## src/rtl/imem_loader.sv

```systemverilog
// rtl/imem_loader.sv - byte stream to instruction memory loader, holds CPU in reset until loaded
// Optional trailing checksum verification enabled by LOADER_CHECKSUM_EN.
module imem_loader #(
  parameter int Width       = 32,
  parameter int DEPTH_WORDS = 32,
  parameter int LEN_W       = 8
) (
  input  logic             clk,
  input  logic             rst_n,
  input  logic             start,
  input  logic [LEN_W-1:0] num_words,
  input  logic             byte_valid,
  input  logic [7:0]       byte_data,
  output logic             byte_ready,
  output logic             wr_en,
  output logic [Width-1:0] wr_addr,
  output logic [Width-1:0] wr_data,
  output logic             cpu_hold,
  output logic             busy,
  output logic             done,
  output logic             err,
  output logic [LEN_W-1:0] words_loaded
);

`ifdef LOADER_CHECKSUM_EN
  typedef enum logic [2:0] {IDLE, LOAD, CHECK, DONE, ERR} state_t;
`else
  typedef enum logic [2:0] {IDLE, LOAD, DONE, ERR} state_t;
`endif

  localparam logic [LEN_W-1:0] DEPTH_L = LEN_W'(DEPTH_WORDS);

  state_t           state, state_nxt;
  logic [1:0]       byte_cnt;
  logic [23:0]      part;
  logic             fin;
  logic [LEN_W-1:0] target;
`ifdef LOADER_CHECKSUM_EN
  logic [Width-1:0] sum;
`endif

  logic             accept, last_byte, last_word, start_ok, idle_like;
  logic [Width-1:0] word;

  assign accept    = byte_valid & byte_ready;
  assign last_byte = accept && (byte_cnt == 2'd3);
  assign last_word = (words_loaded == target - 1'b1);
  assign start_ok  = (num_words != '0) && (num_words <= DEPTH_L);
  assign idle_like = (state == IDLE) || (state == DONE) || (state == ERR);
  assign word      = Width'({byte_data, part});

  assign cpu_hold = (state != DONE);
  assign done     = (state == DONE);
  assign err      = (state == ERR);
`ifdef LOADER_CHECKSUM_EN
  assign busy     = (state == LOAD) || (state == CHECK);
`else
  assign busy     = (state == LOAD);
`endif

  always_comb begin
    state_nxt  = state;
    byte_ready = 1'b0;
    case (state)
      IDLE, DONE, ERR: begin
        if (start) state_nxt = start_ok ? LOAD : ERR;
      end
      LOAD: begin
        // fin marks the write cycle of the final word; no more data bytes belong to this load
        byte_ready = ~fin;
`ifdef LOADER_CHECKSUM_EN
        if (fin) state_nxt = CHECK;
`else
        if (fin) state_nxt = DONE;
`endif
      end
`ifdef LOADER_CHECKSUM_EN
      CHECK: begin
        byte_ready = 1'b1;
        if (last_byte) state_nxt = (word == sum) ? DONE : ERR;
      end
`endif
      default: state_nxt = IDLE;
    endcase
  end

  always_ff @(posedge clk) begin
    if (!rst_n) begin
      state        <= IDLE;
      byte_cnt     <= 2'd0;
      part         <= '0;
      fin          <= 1'b0;
      target       <= '0;
      wr_en        <= 1'b0;
      wr_addr      <= '0;
      wr_data      <= '0;
      words_loaded <= '0;
`ifdef LOADER_CHECKSUM_EN
      sum          <= '0;
`endif
    end else begin
      state <= state_nxt;
      wr_en <= 1'b0;
      if (idle_like && start && start_ok) begin
        byte_cnt     <= 2'd0;
        part         <= '0;
        fin          <= 1'b0;
        target       <= num_words;
        words_loaded <= '0;
`ifdef LOADER_CHECKSUM_EN
        sum          <= '0;
`endif
      end
      if (accept) begin
        byte_cnt <= byte_cnt + 2'd1;
        case (byte_cnt)
          2'd0:    part[7:0]   <= byte_data;
          2'd1:    part[15:8]  <= byte_data;
          2'd2:    part[23:16] <= byte_data;
          default: ;
        endcase
      end
      if ((state == LOAD) && last_byte) begin
        wr_en        <= 1'b1;
        wr_addr      <= Width'({words_loaded, 2'b00});
        wr_data      <= word;
        words_loaded <= words_loaded + 1'b1;
`ifdef LOADER_CHECKSUM_EN
        sum          <= sum + word;
`endif
        if (last_word) fin <= 1'b1;
      end
    end
  end

endmodule
```

## config.mk

```make
export PLATFORM = sky130hd
export DESIGN_NAME = imem_loader
export DESIGN_NICKNAME = d
export VERILOG_FILES = /design/src/rtl/imem_loader.sv
export SDC_FILE = /design/constraint.sdc
export NUM_CORES = 1
export LEC_CHECK = 0
export ABC_AREA = 1
export CORE_MARGIN = 2
export CORE_UTILIZATION = 45
export CTS_BUF_LIST = sky130_fd_sc_hd__clkbuf_4
export DETAILED_ROUTE_END_ITERATION = 8
export GPL_TIMING_DRIVEN = 0
export HOLD_SLACK_MARGIN = 0.15
export PLACE_DENSITY = 0.75
export RECOVER_POWER = 25
export SLEW_MARGIN = 20
export SYNTH_ARGS = -nofsm -noshare
export SYNTH_HDL_FRONTEND = slang
export SYNTH_SLANG_ARGS = --single-unit
export TNS_END_PERCENT = 5
```

## constraint.sdc

```tcl
create_clock -name clk -period 1.6 [get_ports clk]
set_input_delay 0.32 -clock clk [delete_from_list [all_inputs] [get_ports clk]]
set_output_delay 0.32 -clock clk [all_outputs]
set_load 0.02 [all_outputs]
```

# Word-level counts from Yosys, hierarchy flattened
# Cells that the tools add are included.
[totals]
regBits = 87
output_inout_bits = 78
elab_cells = 57
[op_classes]
addsub = 3
n_lt_le_gt_ge = 1
n_eq_ne = 10
n_mux = 18
bitwise = 2
reduce_logical = 14
[ops]
columns = ["op", "n"]
rows = [
  ["$mux 24", 2],
  ["$mux 8", 5],
  ["$add 8x1->8 const B", 1],
  ["$eq 8x8->1", 1],
  ["$le 8x6->1 const B", 1],
  ["$reduce_bool 8->1", 1],
  ["$sub 8x1->8 const B", 1],
  ["$eq 3x2->1 const B", 2],
  ["$mux 2", 3],
  ["$mux 3", 2],
  ["$pmux 3 s2", 1],
  ["$logic_and 1x1->1", 5],
  ["$mux 1", 5],
  ["$eq 2x2->1 const B", 2],
  ["$reduce_bool 2->1", 2],
  ["$eq 3x1->1 const B", 1],
  ["$logic_not 3->1", 1],
  ["$ne 3x2->1 const B", 1],
  ["$reduce_or 3->1", 1],
  ["$add 2x1->2 const B", 1],
  ["$eq 2x1->1 const B", 1],
  ["$logic_not 2->1", 1],
  ["$logic_or 1x1->1", 2],
  ["$ne 2x1->1 const B", 1],
  ["other kinds (4)", 4],
]

# Longest topological paths before layout
[logic_depth]
depth_word = 8
mapped_depth = 10

# Worst setup path after synthesis
# OpenSTA, ideal clock, no wires.
[synth_path]
path_type = "register to register"
start = "register words_loaded[0]"
end = "register words_loaded[6]"
arrival_time_ns = 1.408
path_slack_ns = 0.122
path_stages_with_launch = 8
path_buffers = 0
period_less_slack_ns = 1.478
path_cell_list = "dfxtp_1 ha_1 nand2_1 nor3_1 inv_1 o21ai_0 nand3_1 a21oi_1"
[synth_via]
elab_chain_len = 2
[synth_lines]
columns = ["element", "line", "text"]
rows = [
  ["start: declaration", "22", "output logic [LEN_W-1:0] words_loaded"],
  ["start signal: assignment", "127", "words_loaded <= words_loaded + 1'b1;"],
  ["$add 8x1->8", "127", ""],
  ["$mux 8", "123", "if ((state == LOAD) && last_byte) begin"],
]
# Every way passes these cells.
# A chain may end at the register's enable or synchronous reset.

# Final worst setup path
[layout_path]
start = "register state[0]"
end = "output port busy"
[layout_via]
elab_chain_len = 1
[layout_lines]
columns = ["element", "line", "text"]
rows = [
  ["start: declaration", "33", "state_t state, state_nxt;"],
  ["start signal: assignment", "102", "state <= state_nxt;"],
  ["$eq 3x1->1", "58", "assign busy = (state == LOAD);"],
  ["end: declaration", "19", "output logic busy,"],
]
# Every way passes these cells.

==> results by group <==
Min path
  • Worst Hold End: target[4]$_SDFFE_PN0P_
  • Hold Path Depth: 3
  • Hold_sp: num_words[4]
  • Hold Crit Class: in2reg

Placed design
  • Number of port buffers: between 70 and 80
  • Dpl hpwl: 7010 microns
  • GPL Wtd Cong: between 0.8 and 0.9
  • Pre-CTS setup slack: -0.445 ns

Yosys
  • Seq/Total Area, Yosys: 0.458
  • Main combinational cell family by area after synthesis: simple AND/OR/NAND/NOR gates
  • Multiplexer share of the synthesized area: 0
  • Synth Area in Compound Gates: 0.157
  • Ys Warns: 0
  • Top post-synthesis cells by area: dfxtp_1 46%, o21ai_0 9.3%, nor2_1 9.3%
  • Synth Area in Simple Gates: 0.229
  • Synth Area in XOR/XNOR: 0.00932
  • Post-Synth Adder-Cell Area: 0.0200
  • Synth cell types: 24
  • Synthesized netlist cell count: around 510
  • Cell area after synthesis: ~3800 sq um
  • Syn Area/Cell: 7.38 sq um
  • Top-area cell type share of the netlist area: 0.458
  • Synth area leader: dfxtp_1
  • Yosys reg bits: between 80 and 90

Timing
  • RSZ-0062 raised after global routing: yes
  • Part of the cycle the worst path needs: 1.01
  • Peak Freq: roughly 620 MHz
  • Endpoints failing hold: 0
  • Pins over their slew limit: 0
  • Min Tclk post-route: 1.62 ns
  • Setup Viol. Count Final: 3
  • Rel. slew slack: 0.662
  • Worst Clk Skew: 0.00675 ns
  • Final WS setup: -0.0176 ns
  • Worst Max-Slew Pin Slew: between 0.5 and 0.6 ns

Routing
  • Antenna viol nets, final: 0
  • Total number of vias: about 3700
  • Drc violations: 0
  • Drt first pass iters: 7
  • DR iter-0 viols: about 250
  • Drt wl/cell: approximately 14 microns
  • Routed vias/inst: about 5
  • WL final: between 10000 and 15000 microns

Clock tree
  • CTS Buf Count: 9
  • H-tree depth: 3
  • Sink Count: 86
  • Clk slew on worst S/H paths: around 0.13 ns
  • Clk Latency, worst-skew pair: 0.44 ns
  • Hold_buf cts: 0
  • CTS Root Cell: clkbuf_4
  • CTS tree: yes
  • CTS Buffer Depth: 2

Finish
  • Nets: 656
  • # fillers: 721
  • # diodes: 0
  • Utilization after layout: 0.634
  • Share of cells above drive strength 1: 0.200
  • Register area: approximately 1700 sq um
  • Area growth, synth to finish: 38.0%
  • Multi-input combinational cell area: 1760 sq um

Setup path
  • R2R cell count: 9
  • Worst Setup End Kind: output port
  • Worst Setup Start Kind: flop
  • WS Path Type: reg2out
  • Crit Reg-Reg Startpoint: state[0]$_SDFFE_PN0P_
  • Reg-to-Reg End: fin$_SDFF_PN0_
  • Critical path arrival: approximately 1.3 ns
  • Critical Path RT: 1.28 ns
  • Worst R2R Setup Slack: 0 ns
  • Max FO, Critical Path: 5

Floorplanning
  • Boundary pin count: 98
  • Die Wd: roughly 95 microns
  • # rows: 33
  • Initial Util: 0.460
  • CORE AREA: 8180 sq um
  • Die area: around 9000 sq um
  • Die H: 95.4 microns

GRT
  • First-pass GRT wire length: around 15000 microns
  • Vias in the first global route: between 3000 and 4000
  • Initial antenna violation count: 0
  • Largest net degree at the start of global routing: 15
  • Total congestion overflow: 0
  • GRT Util Overall: 0.214

Pwr
  • Peak VDD IR: 0.620 mV
  • Static Leak: around 0.0026 uW
  • Power Density: between 700 and 800 nW/um^2

Run status
  • Outcome: complete, but fails checks
  • Failing checks: setup timing

Job
  • Max-Cap Viols: 0
## synth_stat cells, drive strengths merged
| master | n |
|---|---|
| dfxtp | 86 |
| nor2 | 95 |
| ha | 6 |
| conb | 1 |
| nand4 | 5 |
| buf | 42 |
| inv | 38 |
| o21ai | 72 |
| nor3 | 3 |
| xnor2 | 1 |
| nand3 | 27 |
| nand2 | 77 |
| xor2 | 3 |
| clkbuf | 8 |
| a21oi | 45 |
## metrics by stage
step	hold slack, ns	cells	total power (uW)	setup TNS (ns)	instance area [sq um]
5_1_grt	0.195	739	4280	-2.56	5190
6_report	0.182	739	4140	-0.0212	5190
2_1_floorplan	0.428	532	2500	0	3840
3_3_place_gp	0.452	710	2620	-27.50	4710
4_1_cts	0.465	725	4110	-0.163	4830
3_5_place_dp	0.450	710	2630	-28.56	4710
## final cells by class
| cell class | count | share of cell area |
|---|---|---|
| Buffer | 50 | 0.0750 |
| Clock buffer | 9 | 0.0130 |
| Clock inverter | 6 | 0.0215 |
| Inverter | 38 | 0.0285 |
| Multi-Input combinational cell | 358 | 0.339 |
| Sequential cell | 86 | 0.334 |
| Tap cell | 105 | 0.0253 |
| Timing Repair Buffer | 85 | 0.161 |
| Timing Repair inverter | 2 | 0.00217 |
## layout by cell type (no fill, tap or decap), types with 6 or more instances in the layout
cell,instances
buf_6,6
nand2_1,72
dlygate4sd2_1,48
conb_1,24
inv_1,34
buf_4,33
clkbuf_4,12
nand3_1,23
dfxtp_1,78
o21ai_0,70
a21oi_1,42
nor2_1,72
clkbuf_1,7
nor2_2,20
dfxtp_2,7
clkdlybuf4s50_1,17
## layer usage
layer / up-vias / share of wire / routed length, microns / track usage
met5: - / 0 / 0 / 0
met4: 0 / 0.014 / 144 / 0.0726
met3: 15 / 0.057 / 575 / 0.0348
met2: 120 / 0.47 / 4730 / 0.346
met1: 1676 / 0.46 / 4640 / 0.290
li1: 1849 / - / - / -
## sequential cells by signal (all words and copies together), names as in the netlist
| register | cells |
|---|---|
| wr_data | 32 |
| part | 24 |
| state | 2 |
| byte_cnt | 2 |
| fin | 1 |
| wr_en | 1 |
| words_loaded | 8 |
| wr_addr | 8 |
| target | 8 |
## cells by family after synthesis
kind of cell    count (synthesis)
compound gates                117
xor+xnor                        4
fa+ha+maj                       6
buf+inv                        88
flops                          86
other cells                     1
simple gates                  207
## power breakdown
| part | total, uW | switching, uW | leakage, uW | internal (uW) |
|---|---|---|---|---|
| Combinational | 419 | 244 | 0.00176 | 174 |
| Sequential | 2190 | 23.7 | 0.000698 | 2170 |
| Clock | 1530 | 744 | 0.0000936 | 783 |
| Total | 4140 | 1010 | 0.00255 | 3130 |
## worst max-delay path, stage by stage, from the launching register on
cell and delay [ns]:
dfxtp_2 0.36, inv_2 0.04, nor2_4 0.19, buf_6 0.14, buf_4 0.13
## repair_timing
item,CTS,global route
gates cloned,0,7
resized for setup,74,77
hold endpoints to repair,0,0
pin swaps,0,8
setup buffers,0,7
endpoints found under the setup margin,73,76
## worst max path at each step
stage                                            start                      endpoint  cells after the start
after global routing             state[0]$_SDFFE_PN0P_                fin$_SDFF_PN0_                      9
after CTS                        state[0]$_SDFFE_PN0P_                    byte_ready                      5
after global placement                           rst_n      wr_data[19]$_SDFFE_PN0P_                      5
final                            state[0]$_SDFFE_PN0P_                          busy                      4
after floorplan           words_loaded[0]$_SDFFE_PN0P_  words_loaded[6]$_SDFFE_PN0P_                      7
after detailed placement                         rst_n      wr_data[21]$_SDFFE_PN0P_                      5
No activity file was read; power rests on OpenSTA's default activity.
